[config.mk]
export PLATFORM = sky130hd
export DESIGN_NAME = rgb_to_ycbcr_mc
export DESIGN_NICKNAME = d
export VERILOG_FILES = /design/src/rtl/ycbcr_pkg.sv /design/src/rtl/ycbcr_channel.sv /design/src/rtl/rgb_to_ycbcr_mc.sv
export SDC_FILE = /design/constraint.sdc
export NUM_CORES = 1
export LEC_CHECK = 0
export ABC_AREA = 1
export CAP_MARGIN = 20
export CORE_MARGIN = 3
export CORE_UTILIZATION = 40
export CTS_CLUSTER_DIAMETER = 60
export DETAILED_ROUTE_END_ITERATION = 6
export PLACE_DENSITY_LB_ADDON = 0.08
export SETUP_SLACK_MARGIN = 0.2
export SLEW_MARGIN = 10
export SYNTH_ARGS = -nofsm -noshare
export SYNTH_HDL_FRONTEND = slang
export SYNTH_HIERARCHICAL = 1
export SYNTH_SLANG_ARGS = --single-unit
[constraint.sdc]
create_clock -name clk -period 7.2 [get_ports clk]
set_clock_uncertainty 0.1 [all_clocks]
set_input_delay 1.44 -clock clk [delete_from_list [all_inputs] [get_ports clk]]
set_output_delay 1.44 -clock clk [all_outputs]
set_load 0.01 [all_outputs]
[src/rtl/ycbcr_pkg.sv]
// Shared constants for the multi-standard RGB to YCbCr converter:
// mode encoding, coefficient table (x256), offsets and pipeline depth.
package ycbcr_pkg;

  typedef enum logic [1:0] {
    MODE_709L = 2'd0,
    MODE_601L = 2'd1,
    MODE_601F = 2'd2,
    MODE_GRAY = 2'd3
  } mode_e;

  localparam int FRAC_BITS = 8;
  localparam int PIPE_LAT  = 4;

  localparam logic [7:0] Y_OFF = 8'd16;
  localparam logic [7:0] C_OFF = 8'd128;

  // [mode][channel Y/Cb/Cr][component R/G/B]
  localparam logic signed [8:0] COEF [4][3][3] = '{
    '{'{ 9'sd47,   9'sd157,  9'sd16 },
      '{-9'sd26,  -9'sd86,   9'sd112},
      '{ 9'sd112, -9'sd102, -9'sd10 }},
    '{'{ 9'sd66,   9'sd129,  9'sd25 },
      '{-9'sd38,  -9'sd74,   9'sd112},
      '{ 9'sd112, -9'sd94,  -9'sd18 }},
    '{'{ 9'sd77,   9'sd150,  9'sd29 },
      '{-9'sd43,  -9'sd85,   9'sd128},
      '{ 9'sd128, -9'sd107, -9'sd21 }},
    '{'{ 9'sd77,   9'sd150,  9'sd29 },
      '{ 9'sd0,    9'sd0,    9'sd0  },
      '{ 9'sd0,    9'sd0,    9'sd0  }}
  };

endpackage

[src/rtl/ycbcr_channel.sv]
// One output channel: multiply, partial sums, final sum, round/saturate.
// Ports: r/g/b + per-pixel mode in, q (4 cycles later) + clip bit out.
module ycbcr_channel
  import ycbcr_pkg::*;
#(
  parameter int DATA_W = 8,
  parameter int CH     = 0
) (
  input  logic              clk,
  input  logic              rst_n,
  input  logic [DATA_W-1:0] r,
  input  logic [DATA_W-1:0] g,
  input  logic [DATA_W-1:0] b,
  input  logic [1:0]        mode,
  output logic [DATA_W-1:0] q,
  output logic              clip
);

  localparam int PW = DATA_W + 10;
  localparam int SW = DATA_W + 12;
  localparam logic signed [SW-1:0] RND =
    SW'(1 << (FRAC_BITS - 1));

  function automatic logic signed [PW-1:0] mul(
    input logic [DATA_W-1:0] x,
    input logic signed [8:0] k
  );
    logic signed [PW-1:0] xs;
    logic signed [PW-1:0] ks;
    xs = {10'd0, x};
    ks = {{(PW-9){k[8]}}, k};
    return xs * ks;
  endfunction

  logic [7:0]           base;
  logic signed [SW-1:0] off_c;
  logic signed [PW-1:0] p_r, p_g, p_b;
  logic signed [SW-1:0] off1, sa, sb, sum, shr;
  logic                 neg, over;

  // Offsets grow with the component width and sit on the x256 scale.
  assign base  = (CH != 0) ? C_OFF
               : (mode[1] ? 8'd0 : Y_OFF);
  assign off_c = {{(SW-8){1'b0}}, base}
                 << (DATA_W - 8 + FRAC_BITS);

  assign shr  = sum >>> FRAC_BITS;
  assign neg  = shr[SW-1];
  assign over = ~neg & (|shr[SW-2:DATA_W]);

  always_ff @(posedge clk or negedge rst_n) begin
    if (!rst_n) begin
      p_r  <= '0;
      p_g  <= '0;
      p_b  <= '0;
      off1 <= '0;
      sa   <= '0;
      sb   <= '0;
      sum  <= '0;
      q    <= '0;
      clip <= 1'b0;
    end else begin
      p_r  <= mul(r, COEF[mode][CH][0]);
      p_g  <= mul(g, COEF[mode][CH][1]);
      p_b  <= mul(b, COEF[mode][CH][2]);
      off1 <= off_c;
      sa   <= SW'(p_r) + SW'(p_g);
      sb   <= SW'(p_b) + off1 + RND;
      sum  <= sa + sb;
      q    <= neg ? '0
            : (over ? '1 : shr[DATA_W-1:0]);
      clip <= neg | over;
    end
  end

endmodule

[src/rtl/rgb_to_ycbcr_mc.sv]
// Multi-standard RGB to YCbCr, one pixel/clock, 4-cycle latency.
// Mode latched on input v_sync rise; o_clip sticky per output frame.
module rgb_to_ycbcr_mc
  import ycbcr_pkg::*;
#(
  parameter int DATA_W = 8
) (
  input  logic              clk,
  input  logic              rst_n,
  input  logic [DATA_W-1:0] i_r,
  input  logic [DATA_W-1:0] i_g,
  input  logic [DATA_W-1:0] i_b,
  input  logic              i_h_sync,
  input  logic              i_v_sync,
  input  logic              i_data_en,
  input  logic [1:0]        i_mode,
  output logic [DATA_W-1:0] o_y,
  output logic [DATA_W-1:0] o_cb,
  output logic [DATA_W-1:0] o_cr,
  output logic              o_h_sync,
  output logic              o_v_sync,
  output logic              o_data_en,
  output logic [1:0]        o_mode,
  output logic              o_clip
);

  logic  v_prev, v_rise;
  mode_e act_mode, px_mode;

  logic [PIPE_LAT-1:0][4:0] dly;

  logic clip_y, clip_cb, clip_cr;
  logic ov_prev, ov_rise, sticky, clamp;

  // The pixel carrying the v_sync rise already uses the new mode.
  assign v_rise  = i_v_sync & ~v_prev;
  assign px_mode = v_rise ? mode_e'(i_mode) : act_mode;

  always_ff @(posedge clk or negedge rst_n) begin
    if (!rst_n) begin
      v_prev   <= 1'b0;
      act_mode <= MODE_709L;
      dly      <= '0;
      ov_prev  <= 1'b0;
      sticky   <= 1'b0;
    end else begin
      v_prev   <= i_v_sync;
      act_mode <= px_mode;
      dly      <= {dly[PIPE_LAT-2:0],
                   {px_mode, i_h_sync,
                    i_v_sync, i_data_en}};
      ov_prev  <= o_v_sync;
      sticky   <= o_clip;
    end
  end

  assign {o_mode, o_h_sync, o_v_sync, o_data_en} =
    dly[PIPE_LAT-1];

  ycbcr_channel #(.DATA_W(DATA_W), .CH(0)) u_y (
    .clk(clk), .rst_n(rst_n),
    .r(i_r), .g(i_g), .b(i_b), .mode(px_mode),
    .q(o_y), .clip(clip_y)
  );

  ycbcr_channel #(.DATA_W(DATA_W), .CH(1)) u_cb (
    .clk(clk), .rst_n(rst_n),
    .r(i_r), .g(i_g), .b(i_b), .mode(px_mode),
    .q(o_cb), .clip(clip_cb)
  );

  ycbcr_channel #(.DATA_W(DATA_W), .CH(2)) u_cr (
    .clk(clk), .rst_n(rst_n),
    .r(i_r), .g(i_g), .b(i_b), .mode(px_mode),
    .q(o_cr), .clip(clip_cr)
  );

  // A clamp on the frame's first output pixel survives the clear.
  assign clamp   = o_data_en & (clip_y | clip_cb | clip_cr);
  assign ov_rise = o_v_sync & ~ov_prev;
  assign o_clip  = clamp | (sticky & ~ov_rise);

endmodule

==> results of run 1 <==
## final cells by class
cell class                 instances  area, um2
tap                             1040       1300
multi-input combinational       2514      19600
antenna                            1       2.50
clock inverter                    24        282
fill                            7874      42200
sequential                       334       8360
inverter                         888       3330
clock buffer                      58       1250
timing repair buffer             144       1290
## per-layer routing
metal / wire [um] / share of wire / up-vias
met4: 1230 / 0.017 / 0
met2: 33500 / 0.46 / 258
li1: - / - / 11890
met3: 2360 / 0.032 / 73
met1: 35700 / 0.49 / 10805
met5: 0 / 0 / -
## stage by stage
stage                     std cells  total power [mW]  utilization
after floorplan                3771              11.5            -
final                          5003              16.7        0.456
after CTS                      5002              17.0        0.456
after global routing           5002              18.8        0.456
after global placement         4920              14.7        0.436
after detailed placement       4920              14.6        0.436
## logic make-up (layout without fill, tap and decap cells)
family | Yosys count | after routing | share of synthesized area
xor+xnor | 131 | 131 | 0.0365
buf+inv | 923 | 1114 | 0.111
fa+ha+maj | 759 | 759 | 0.358
simple gates | 1328 | 1328 | 0.176
other cells | 3 | 4 | 0.000358
compound gates | 293 | 293 | 0.0524
flops | 334 | 334 | 0.266
## worst paths after layout
check                                start  slack, ns      endpoint
worst max-delay path              i_v_sync       0.64  u_cr/p_b[13]
worst min-delay path            u_y/p_b[0]       0.21     u_y/sb[0]
worst max register to register      dly[1]       1.59  u_cr/p_b[13]
worst min register to register  u_y/p_b[0]       0.21     u_y/sb[0]
max in group asynchronous            rst_n       5.08    u_y/p_r[7]
min in group asynchronous            rst_n       0.70     u_cr/q[4]
## worst max-delay path, cell delays in order
cell and delay, ns:
sky130_fd_sc_hd__clkdlybuf4s50_1 0.53, sky130_fd_sc_hd__nand3_1 0.11, sky130_fd_sc_hd__nand2_2 0.26, sky130_fd_sc_hd__buf_4 0.19, sky130_fd_sc_hd__buf_4 0.13, sky130_fd_sc_hd__ha_1 0.16, sky130_fd_sc_hd__inv_1 0.08, sky130_fd_sc_hd__nand2_1 0.10
sky130_fd_sc_hd__inv_1 0.12, sky130_fd_sc_hd__fa_1 0.55, sky130_fd_sc_hd__inv_1 0.05, sky130_fd_sc_hd__fa_1 0.48, sky130_fd_sc_hd__inv_1 0.05, sky130_fd_sc_hd__fa_1 0.51, sky130_fd_sc_hd__fa_1 0.54, sky130_fd_sc_hd__inv_1 0.05
sky130_fd_sc_hd__fa_1 0.50, sky130_fd_sc_hd__inv_1 0.04, sky130_fd_sc_hd__ha_1 0.36, sky130_fd_sc_hd__a21oi_1 0.18, sky130_fd_sc_hd__nand2_1 0.13, sky130_fd_sc_hd__a31oi_1 0.19, sky130_fd_sc_hd__inv_1 0.06, sky130_fd_sc_hd__nand2_1 0.06
sky130_fd_sc_hd__nand2_1 0.04
## state kept, by name (all words and copies together) (netlist names), 10 cells and up
signal	count
u_cr/p_g	18
u_cr/sum	12
u_y/sa	17
u_cb/sa	15
u_y/p_r	16
dly	14
u_y/p_b	14
u_y/sum	10
u_cb/p_g	18
u_cb/sb	16
u_cr/p_b	18
u_y/p_g	16
u_cb/sum	12
u_cr/sb	20
u_cr/p_r	14
u_cr/sa	19
u_cb/p_b	14
u_y/sb	15
u_cb/p_r	18
## power groups by stage
| stage | registers (mW) | logic [mW] | clock network [mW] |
|---|---|---|---|
| floorplan | 3.08 | 8.47 | 0 |
| finish | 3.19 | 11.3 | 2.24 |
| detailed placement | 3.23 | 11.4 | 0 |
| global placement | 3.24 | 11.4 | 0 |
| CTS | 3.21 | 11.5 | 2.32 |
| global route | 3.27 | 13.2 | 2.40 |
## cell usage after synthesis, types with 3 or more instances
cell type and count:
sky130_fd_sc_hd__o21ai_2 8, sky130_fd_sc_hd__a21oi_1 156, sky130_fd_sc_hd__xor2_1 103, sky130_fd_sc_hd__a31o_2 3
sky130_fd_sc_hd__inv_2 4, sky130_fd_sc_hd__nor3_1 14, sky130_fd_sc_hd__fa_1 232, sky130_fd_sc_hd__clkbuf_1 21
sky130_fd_sc_hd__nor4_1 9, sky130_fd_sc_hd__nand3b_1 5, sky130_fd_sc_hd__o21bai_1 23, sky130_fd_sc_hd__o21ai_0 57
sky130_fd_sc_hd__o21ai_1 10, sky130_fd_sc_hd__a31oi_1 11, sky130_fd_sc_hd__inv_1 881, sky130_fd_sc_hd__conb_1 3
sky130_fd_sc_hd__and2_1 3, sky130_fd_sc_hd__nor2_2 6, sky130_fd_sc_hd__nand4_1 26, sky130_fd_sc_hd__buf_2 11
sky130_fd_sc_hd__dfrtp_1 334, sky130_fd_sc_hd__xnor2_1 28, sky130_fd_sc_hd__or2_2 12, sky130_fd_sc_hd__nor2_4 3
sky130_fd_sc_hd__a21o_1 10, sky130_fd_sc_hd__nand2_1 771, sky130_fd_sc_hd__clkinv_1 3, sky130_fd_sc_hd__a21boi_0 4
sky130_fd_sc_hd__nand2_2 22, sky130_fd_sc_hd__nand3_1 141, sky130_fd_sc_hd__ha_1 527, sky130_fd_sc_hd__nor2_1 297
sky130_fd_sc_hd__o21a_1 3, sky130_fd_sc_hd__nand3_2 9
## cell usage in the layout (no fill, tap or decap), types with 4 or more instances in the layout
cell,count
sky130_fd_sc_hd__a21boi_0,4
sky130_fd_sc_hd__a21o_1,10
sky130_fd_sc_hd__a21oi_1,156
sky130_fd_sc_hd__a31oi_1,11
sky130_fd_sc_hd__buf_12,4
sky130_fd_sc_hd__buf_4,80
sky130_fd_sc_hd__clkbuf_1,4
sky130_fd_sc_hd__clkbuf_16,44
sky130_fd_sc_hd__clkbuf_8,10
sky130_fd_sc_hd__clkdlybuf4s50_1,59
sky130_fd_sc_hd__clkinv_2,8
sky130_fd_sc_hd__dfrtp_1,334
sky130_fd_sc_hd__fa_1,232
sky130_fd_sc_hd__ha_1,527
sky130_fd_sc_hd__inv_1,881
sky130_fd_sc_hd__inv_2,4
sky130_fd_sc_hd__nand2_1,770
sky130_fd_sc_hd__nand2_2,23
sky130_fd_sc_hd__nand3_1,141
sky130_fd_sc_hd__nand3_2,9
sky130_fd_sc_hd__nand3b_1,5
sky130_fd_sc_hd__nand4_1,26
sky130_fd_sc_hd__nor2_1,297
sky130_fd_sc_hd__nor2_2,6
sky130_fd_sc_hd__nor3_1,14
sky130_fd_sc_hd__nor4_1,9
sky130_fd_sc_hd__o21ai_0,57
sky130_fd_sc_hd__o21ai_1,10
sky130_fd_sc_hd__o21ai_2,8
sky130_fd_sc_hd__o21bai_1,23
sky130_fd_sc_hd__or2_2,12
sky130_fd_sc_hd__xnor2_1,28
sky130_fd_sc_hd__xor2_1,103
==> flow_summary.ini, run 1 <==
[global_routing]
met2_usage = 0.302
globalRoute.busiestLayer = met2
use_met1 = 0.264
grt_first_pass_wirelength_um = 121000
grt_start_max_net_pins = 133
track_usage = 0.184
antenna_found_initial = 0
via_count_of_the_first_global_routing_pass = 23437
global_route.overflow_total = 0
grt_util_met3 = 0.0206

[sta]
grt_setup_unrepaired = false
timing_hold_violations_final = 0
setup-violations-final = 0
timing_worst_slew_pin_value_ns = 0.757
fin_worst_hold_slack_ns = 0.208
period_utilization_post_route = 0.911
worst_slack_ns = 0.642
tns_ns = 0
timing.final.max_slew_violations = 0
period_minus_slack_ns = 6.56
timing.fmax_mhz = 152
max_slew_margin = 0.495

[worst_setup_path]
setup.worst_path.end_class = flip-flop
r2r.worst_path.cells = 25
critical_path_start_type = input port
worst_ep_required_time_ns = 7.57
criticalPathCategory = input port to flip-flop
cp_data_arrival_time_ns = 6.93
peak_fanout_along_the_critical_path = 6

[layout]
post-route-cell-area_um2 = 35400
layout_cells_sized_above_1 = 0.0606
syn_to_final_growth_pct = 12.7
nets = 4716

[logic_synthesis]
synth_top_area_share = 0.266
synth_flop_cell = sky130_fd_sc_hd__dfrtp_1
postSynthAreaPerCell_um2 = 8.33
ys_top_cells_by_area = sky130_fd_sc_hd__dfrtp_1, sky130_fd_sc_hd__ha_1, sky130_fd_sc_hd__fa_1, sky130_fd_sc_hd__inv_1, sky130_fd_sc_hd__nand2_1
mappedNetlistArea_um2 = 31400
synth_seq_area_share = 0.266
postSynth.asyncResetShare = 1.00
synth.net_count = 4561
synth-edff-count = 0
synth_cells = 3771
synthDominantAreaCellType = sky130_fd_sc_hd__dfrtp_1
postSynthRegisterBits = 334
ys_warn_count = 6
post_synth_num_cell_types = 49

[power_and_ir_drop]
power.share.switching = 0.490
p_clk_frac = 0.134
comb_power_share = 0.675
worst_ir_drop_vdd_uv = 268
p_seq_frac = 0.191
pwr_density_cell_nw_per_um2 = 472
power.static_leakage_nw = 20.5
internal-power_mw = 8.50
switching_power_mw = 8.18

[clocking]
root_buffer = sky130_fd_sc_hd__clkbuf_16
resized_cells_post_cts = 0
htree_num_levels = 2
cts.reportedPaths.clkPinSlew_ns = 0.06
cts.sinks = 334
ctsHoldBuffers = 0
post_cts.repair.setup_buffers = 0
clk_path_buf_depth = 3
worstSkewPairLatency_ns = 0.58
tritoncts.num_buffers = 44
tritoncts_clock_tree = built

[floorplanning]
initial_utilization = 0.405
ios = 61
placeableCoreArea_um2 = 77600
die_height_um = 286
floorplan.die_area_um2 = 81900
die_width_um = 286
row_count = 102

[placement]
place_hpwl_um = 61200
place_worst_setup_slack_ns = -0.0110
detailed_place.area_um2 = 33800
io_buffer_count = 60
gp_congestion = 0.852

[worst_hold_path]
min_delay_path_depth = 0
worstHoldPathType = flip-flop to flip-flop

[drt]
wl_um = 72800
detail-route-antenna-nets = 0
detail_route.vias_per_cell = 4.60
remaining_drc_errors = 0
first_pass_iters = 5
drtIter0Drc = 1009
route.detailed.wl_per_inst_um = 14.6
routed-via-count = 23026

[run_status]
run_status = complete, no violations

[flow_run]
cap_viol_max_count = 0
Note: power is estimated with default switching activity, not from simulation.
==> run 2: changes to the inputs <==
Settings changed: CTS_CLUSTER_DIAMETER 60 to 200, SETUP_SLACK_MARGIN 0.2 to default.
==> flow_summary.ini, run 2 (synthesized netlist as in run 1, its figures left out) <==
[flow_run]
cap_viol_max_count = 0

[drt]
detail-route-antenna-nets = 0
wl_um = 72700
route.detailed.wl_per_inst_um = 14.6
drtIter0Drc = 1086
detail_route.vias_per_cell = 4.61
remaining_drc_errors = 0
first_pass_iters = 7
routed-via-count = 23014

[clocking]
cts.sinks = 334
tritoncts.num_buffers = 42
clk_path_buf_depth = 3
ctsHoldBuffers = 0
root_buffer = sky130_fd_sc_hd__clkbuf_16
worstSkewPairLatency_ns = 0.58
cts.reportedPaths.clkPinSlew_ns = 0.05
resized_cells_post_cts = 0
tritoncts_clock_tree = built
post_cts.repair.setup_buffers = 0
htree_num_levels = 2

[sta]
timing_hold_violations_final = 0
timing_worst_slew_pin_value_ns = 0.771
period_minus_slack_ns = 6.55
worst_slack_ns = 0.645
period_utilization_post_route = 0.910
setup-violations-final = 0
tns_ns = 0
timing.fmax_mhz = 153
timing.final.max_slew_violations = 0
max_slew_margin = 0.486
grt_setup_unrepaired = false

[worst_setup_path]
critPathTopFamily = adder cells
critical-path-max-stage-delay_ns = 0.55
setup.worst_path.end_class = flip-flop
critPathMostFrequentCell = sky130_fd_sc_hd__inv_1
critical_path_start_type = input port
worst_ep_required_time_ns = 7.57
criticalPathCategory = input port to flip-flop
cp_data_arrival_time_ns = 6.92
critPathBufInv = 10
setup.reg_to_reg.worst_slack_ns = 1.59
peak_fanout_along_the_critical_path = 6
cpMaxStageDelayCell = sky130_fd_sc_hd__fa_1

[layout]
layout_top_registers = u_cr/sb x20, u_cr/sa x19
largest_reg_flops = 20
layout_cells_sized_above_1 = 0.0591
fin_util = 0.455
antenna-diode-count = 0
post-route-cell-area_um2 = 35300
instances_no_fill = 4997
most_common_cell_after_layout_fill_and_taps_aside = sky130_fd_sc_hd__inv_1
nets = 4714
syn_to_final_growth_pct = 12.4
most_flops_register = u_cr/sb
most-common-layout-cells = sky130_fd_sc_hd__inv_1, sky130_fd_sc_hd__nand2_1, sky130_fd_sc_hd__ha_1

[power_and_ir_drop]
power.static_leakage_nw = 20.5
worst_ir_drop_vdd_uv = 268
pwr_density_cell_nw_per_um2 = 470

[run_status]
run_status = complete, no violations

[global_routing]
via_count_of_the_first_global_routing_pass = 23403
antenna_found_initial = 0
global_route.overflow_total = 0
grt_first_pass_wirelength_um = 121000
track_usage = 0.184
grt_start_max_net_pins = 133

[floorplanning]
ios = 61
initial_utilization = 0.405
die_height_um = 286
placeableCoreArea_um2 = 77600
row_count = 102
floorplan.die_area_um2 = 81900
die_width_um = 286

[placement]
io_buffer_count = 60
numPlacedInstances = 4920
place_worst_setup_slack_ns = -0.0110
detailed_place.area_um2 = 33800
place_hpwl_um = 61200
gp_congestion = 0.852

[worst_hold_path]
worstHoldPathType = flip-flop to flip-flop
-- run 2: path summary, 6_finish.rpt --
kind                          start           end  depth (start not counted)
min reg2reg                 dly[12]      o_h_sync                          0
min in group asynchronous     rst_n     u_cr/q[4]                          1
max in group asynchronous     rst_n   u_y/p_r[13]                          2
min                         dly[12]      o_h_sync                          0
max                        i_v_sync  u_cr/p_b[13]                         25
max reg2reg                  dly[1]  u_cb/p_g[15]                         25
-- run 2: cell type report --
| class | instances | area, um2 |
|---|---|---|
| Clock buffer | 53 | 1150 |
| Clock inverter | 24 | 292 |
| Fill cell | 7886 | 42300 |
| Inverter | 888 | 3330 |
| Multi-Input combinational cell | 2514 | 19600 |
| Sequential cell | 334 | 8360 |
| Tap cell | 1040 | 1300 |
| Timing Repair Buffer | 144 | 1290 |
-- run 2: power by group --
group | internal, mW | switching, mW | total [mW]
registers | 2.81 | 0.385 | 3.19
logic | 4.34 | 6.92 | 11.3
clock network | 1.26 | 0.858 | 2.12
total | 8.41 | 8.17 | 16.6
-- run 2: per-stage QoR --
stage	hold slack, ns	total power [mW]
finish	0.245	16.6
global route	0.250	18.7
CTS	0.246	16.9
detailed placement	0.235	14.6
global placement	0.232	14.7
floorplan	0.231	11.5
-- run 2: metal layers --
layer | part of all wire | track usage | wire (um)
met1 | 0.50 | 0.265 | 36000
met2 | 0.46 | 0.303 | 33500
met3 | 0.028 | 0.0187 | 2030
met4 | 0.016 | 0.0349 | 1190
met5 | 0 | 0 | 0
==> run 3: changes to the inputs <==
Settings changed: CORE_MARGIN 3 to default.
==> flow_summary.ini, run 3 (synthesized netlist as in run 1, its figures left out) <==
[clocking]
tritoncts.num_buffers = 43
tritoncts_clock_tree = built
resized_cells_post_cts = 0
root_buffer = sky130_fd_sc_hd__clkbuf_16
clk_path_buf_depth = 3
cts.reportedPaths.clkPinSlew_ns = 0.06
cts.sinks = 334
ctsHoldBuffers = 0
post_cts.repair.setup_buffers = 0
worstSkewPairLatency_ns = 0.57
htree_num_levels = 2

[drt]
wl_um = 73000
drtIter0Drc = 1046
detail-route-antenna-nets = 0
detail_route.vias_per_cell = 4.65
routed-via-count = 23246
first_pass_iters = 5
remaining_drc_errors = 0
route.detailed.wl_per_inst_um = 14.6

[worst_setup_path]
critPathTopFamily = adder cells
worst_ep_required_time_ns = 7.57
critical-path-max-stage-delay_ns = 0.57
cpMaxStageDelayCell = sky130_fd_sc_hd__fa_1
criticalPathCategory = input port to flip-flop
cp_data_arrival_time_ns = 6.95
setup.worst_path.end_class = flip-flop
worstPathCellList = clkdlybuf4s50_1 -> nand2_2 -> nand2_1 -> nand2_2 -> buf_4 -> ha_1 -> inv_1 -> nand2_1 -> fa_1 -> fa_1 -> inv_1 -> fa_1 -> fa_1 -> inv_1 -> fa_1 -> inv_1 -> ha_1 -> a21oi_1 -> nand2_1 -> a31oi_1 -> inv_1 -> nand2_1 -> nand2_1
peak_fanout_along_the_critical_path = 11
critical_path_start_type = input port
critPathBufInv = 7

[placement]
numPlacedInstances = 4925
place_hpwl_um = 60600
gp_congestion = 0.853
io_buffer_count = 60

[global_routing]
grt_util_met3 = 0.0199
antenna_found_initial = 0
met2_usage = 0.317
grt_start_max_net_pins = 116
global_route.overflow_total = 0
grt_first_pass_wirelength_um = 120000
track_usage = 0.191
globalRoute.busiestLayer = met2
use_met1 = 0.268
via_count_of_the_first_global_routing_pass = 23423

[floorplanning]
row_count = 102
ios = 61
die_height_um = 282
floorplan.die_area_um2 = 79700
initial_utilization = 0.405
die_width_um = 282
placeableCoreArea_um2 = 77600

[power_and_ir_drop]
pwr_density_cell_nw_per_um2 = 471
power.static_leakage_nw = 20.5
worst_ir_drop_vdd_uv = 420

[layout]
syn_to_final_growth_pct = 12.4
layout_top_registers = u_cr/sb x20, u_cr/sa x19
most_common_cell_after_layout_fill_and_taps_aside = sky130_fd_sc_hd__inv_1
largest_reg_flops = 20
antenna-diode-count = 0
instances_no_fill = 5001
most-common-layout-cells = sky130_fd_sc_hd__inv_1, sky130_fd_sc_hd__nand2_1, sky130_fd_sc_hd__ha_1
most_flops_register = u_cr/sb
layout_cells_sized_above_1 = 0.0591
nets = 4720

[sta]
period_minus_slack_ns = 6.58
timing_worst_slew_pin_value_ns = 0.873
grt_setup_unrepaired = false
timing_hold_violations_final = 0
tns_ns = 0
setup-violations-final = 0
timing.final.max_slew_violations = 0
timing.fmax_mhz = 152
max_slew_margin = 0.418
period_utilization_post_route = 0.915

[flow_run]
cap_viol_max_count = 0

[run_status]
run_status = complete, no violations

[worst_hold_path]
worstHoldPathType = flip-flop to flip-flop
[run 3: area by class of cell]
cell class              count  area [um2]
flip-flops and latches    334        8360
clock inverters            16         215
fillers                  7970       42300
inverters                 888        3330
multi-input cells        2514       19600
clock buffers              60        1220
well taps                1040        1300
repair buffers            149        1310
[run 3: metal layers]
| layer | share of wire | vias up | wire, um |
|---|---|---|---|
| met5 | 0 | - | 0 |
| met2 | 0.46 | 290 | 33600 |
| met4 | 0.019 | 0 | 1360 |
| met3 | 0.030 | 70 | 2180 |
| li1 | - | 11894 | - |
| met1 | 0.49 | 10992 | 35900 |
[run 3: path summary, 6_finish.rpt]
check                           depth (start not counted)  slack (ns)           end      from
worst max register to register                         23        1.57  u_cb/p_r[13]    dly[1]
worst max-delay path                                   23        0.62  u_cb/p_r[13]  i_v_sync
max in group asynchronous                               2        5.04   u_y/p_r[15]     rst_n
min in group asynchronous                               1        0.75     u_cr/q[4]     rst_n
worst min-delay path                                    0        0.25     o_mode[1]   dly[14]
worst min register to register                          0        0.25     o_mode[1]   dly[14]
[run 3: through the flow]
step	total power, mW	hold slack [ns]	util	instance area, um2	setup slack (ns)
3_5_place_dp	14.6	0.235	0.437	33900	0.0382
3_3_place_gp	14.7	0.231	0.437	33900	0.136
5_1_grt	18.7	0.245	0.455	35300	0.355
2_1_floorplan	11.5	0.231	-	31400	0.506
4_1_cts	17.0	0.244	0.455	35300	0.652
6_report	16.6	0.246	0.455	35300	0.615
[run 3: power breakdown]
part | internal, mW | leakage [nW] | total (mW) | switching [mW]
Combinational | 4.31 | 15.8 | 11.3 | 6.94
Sequential | 2.81 | 3.97 | 3.20 | 0.394
Clock | 1.30 | 0.701 | 2.15 | 0.855
Total | 8.42 | 20.5 | 16.6 | 8.19
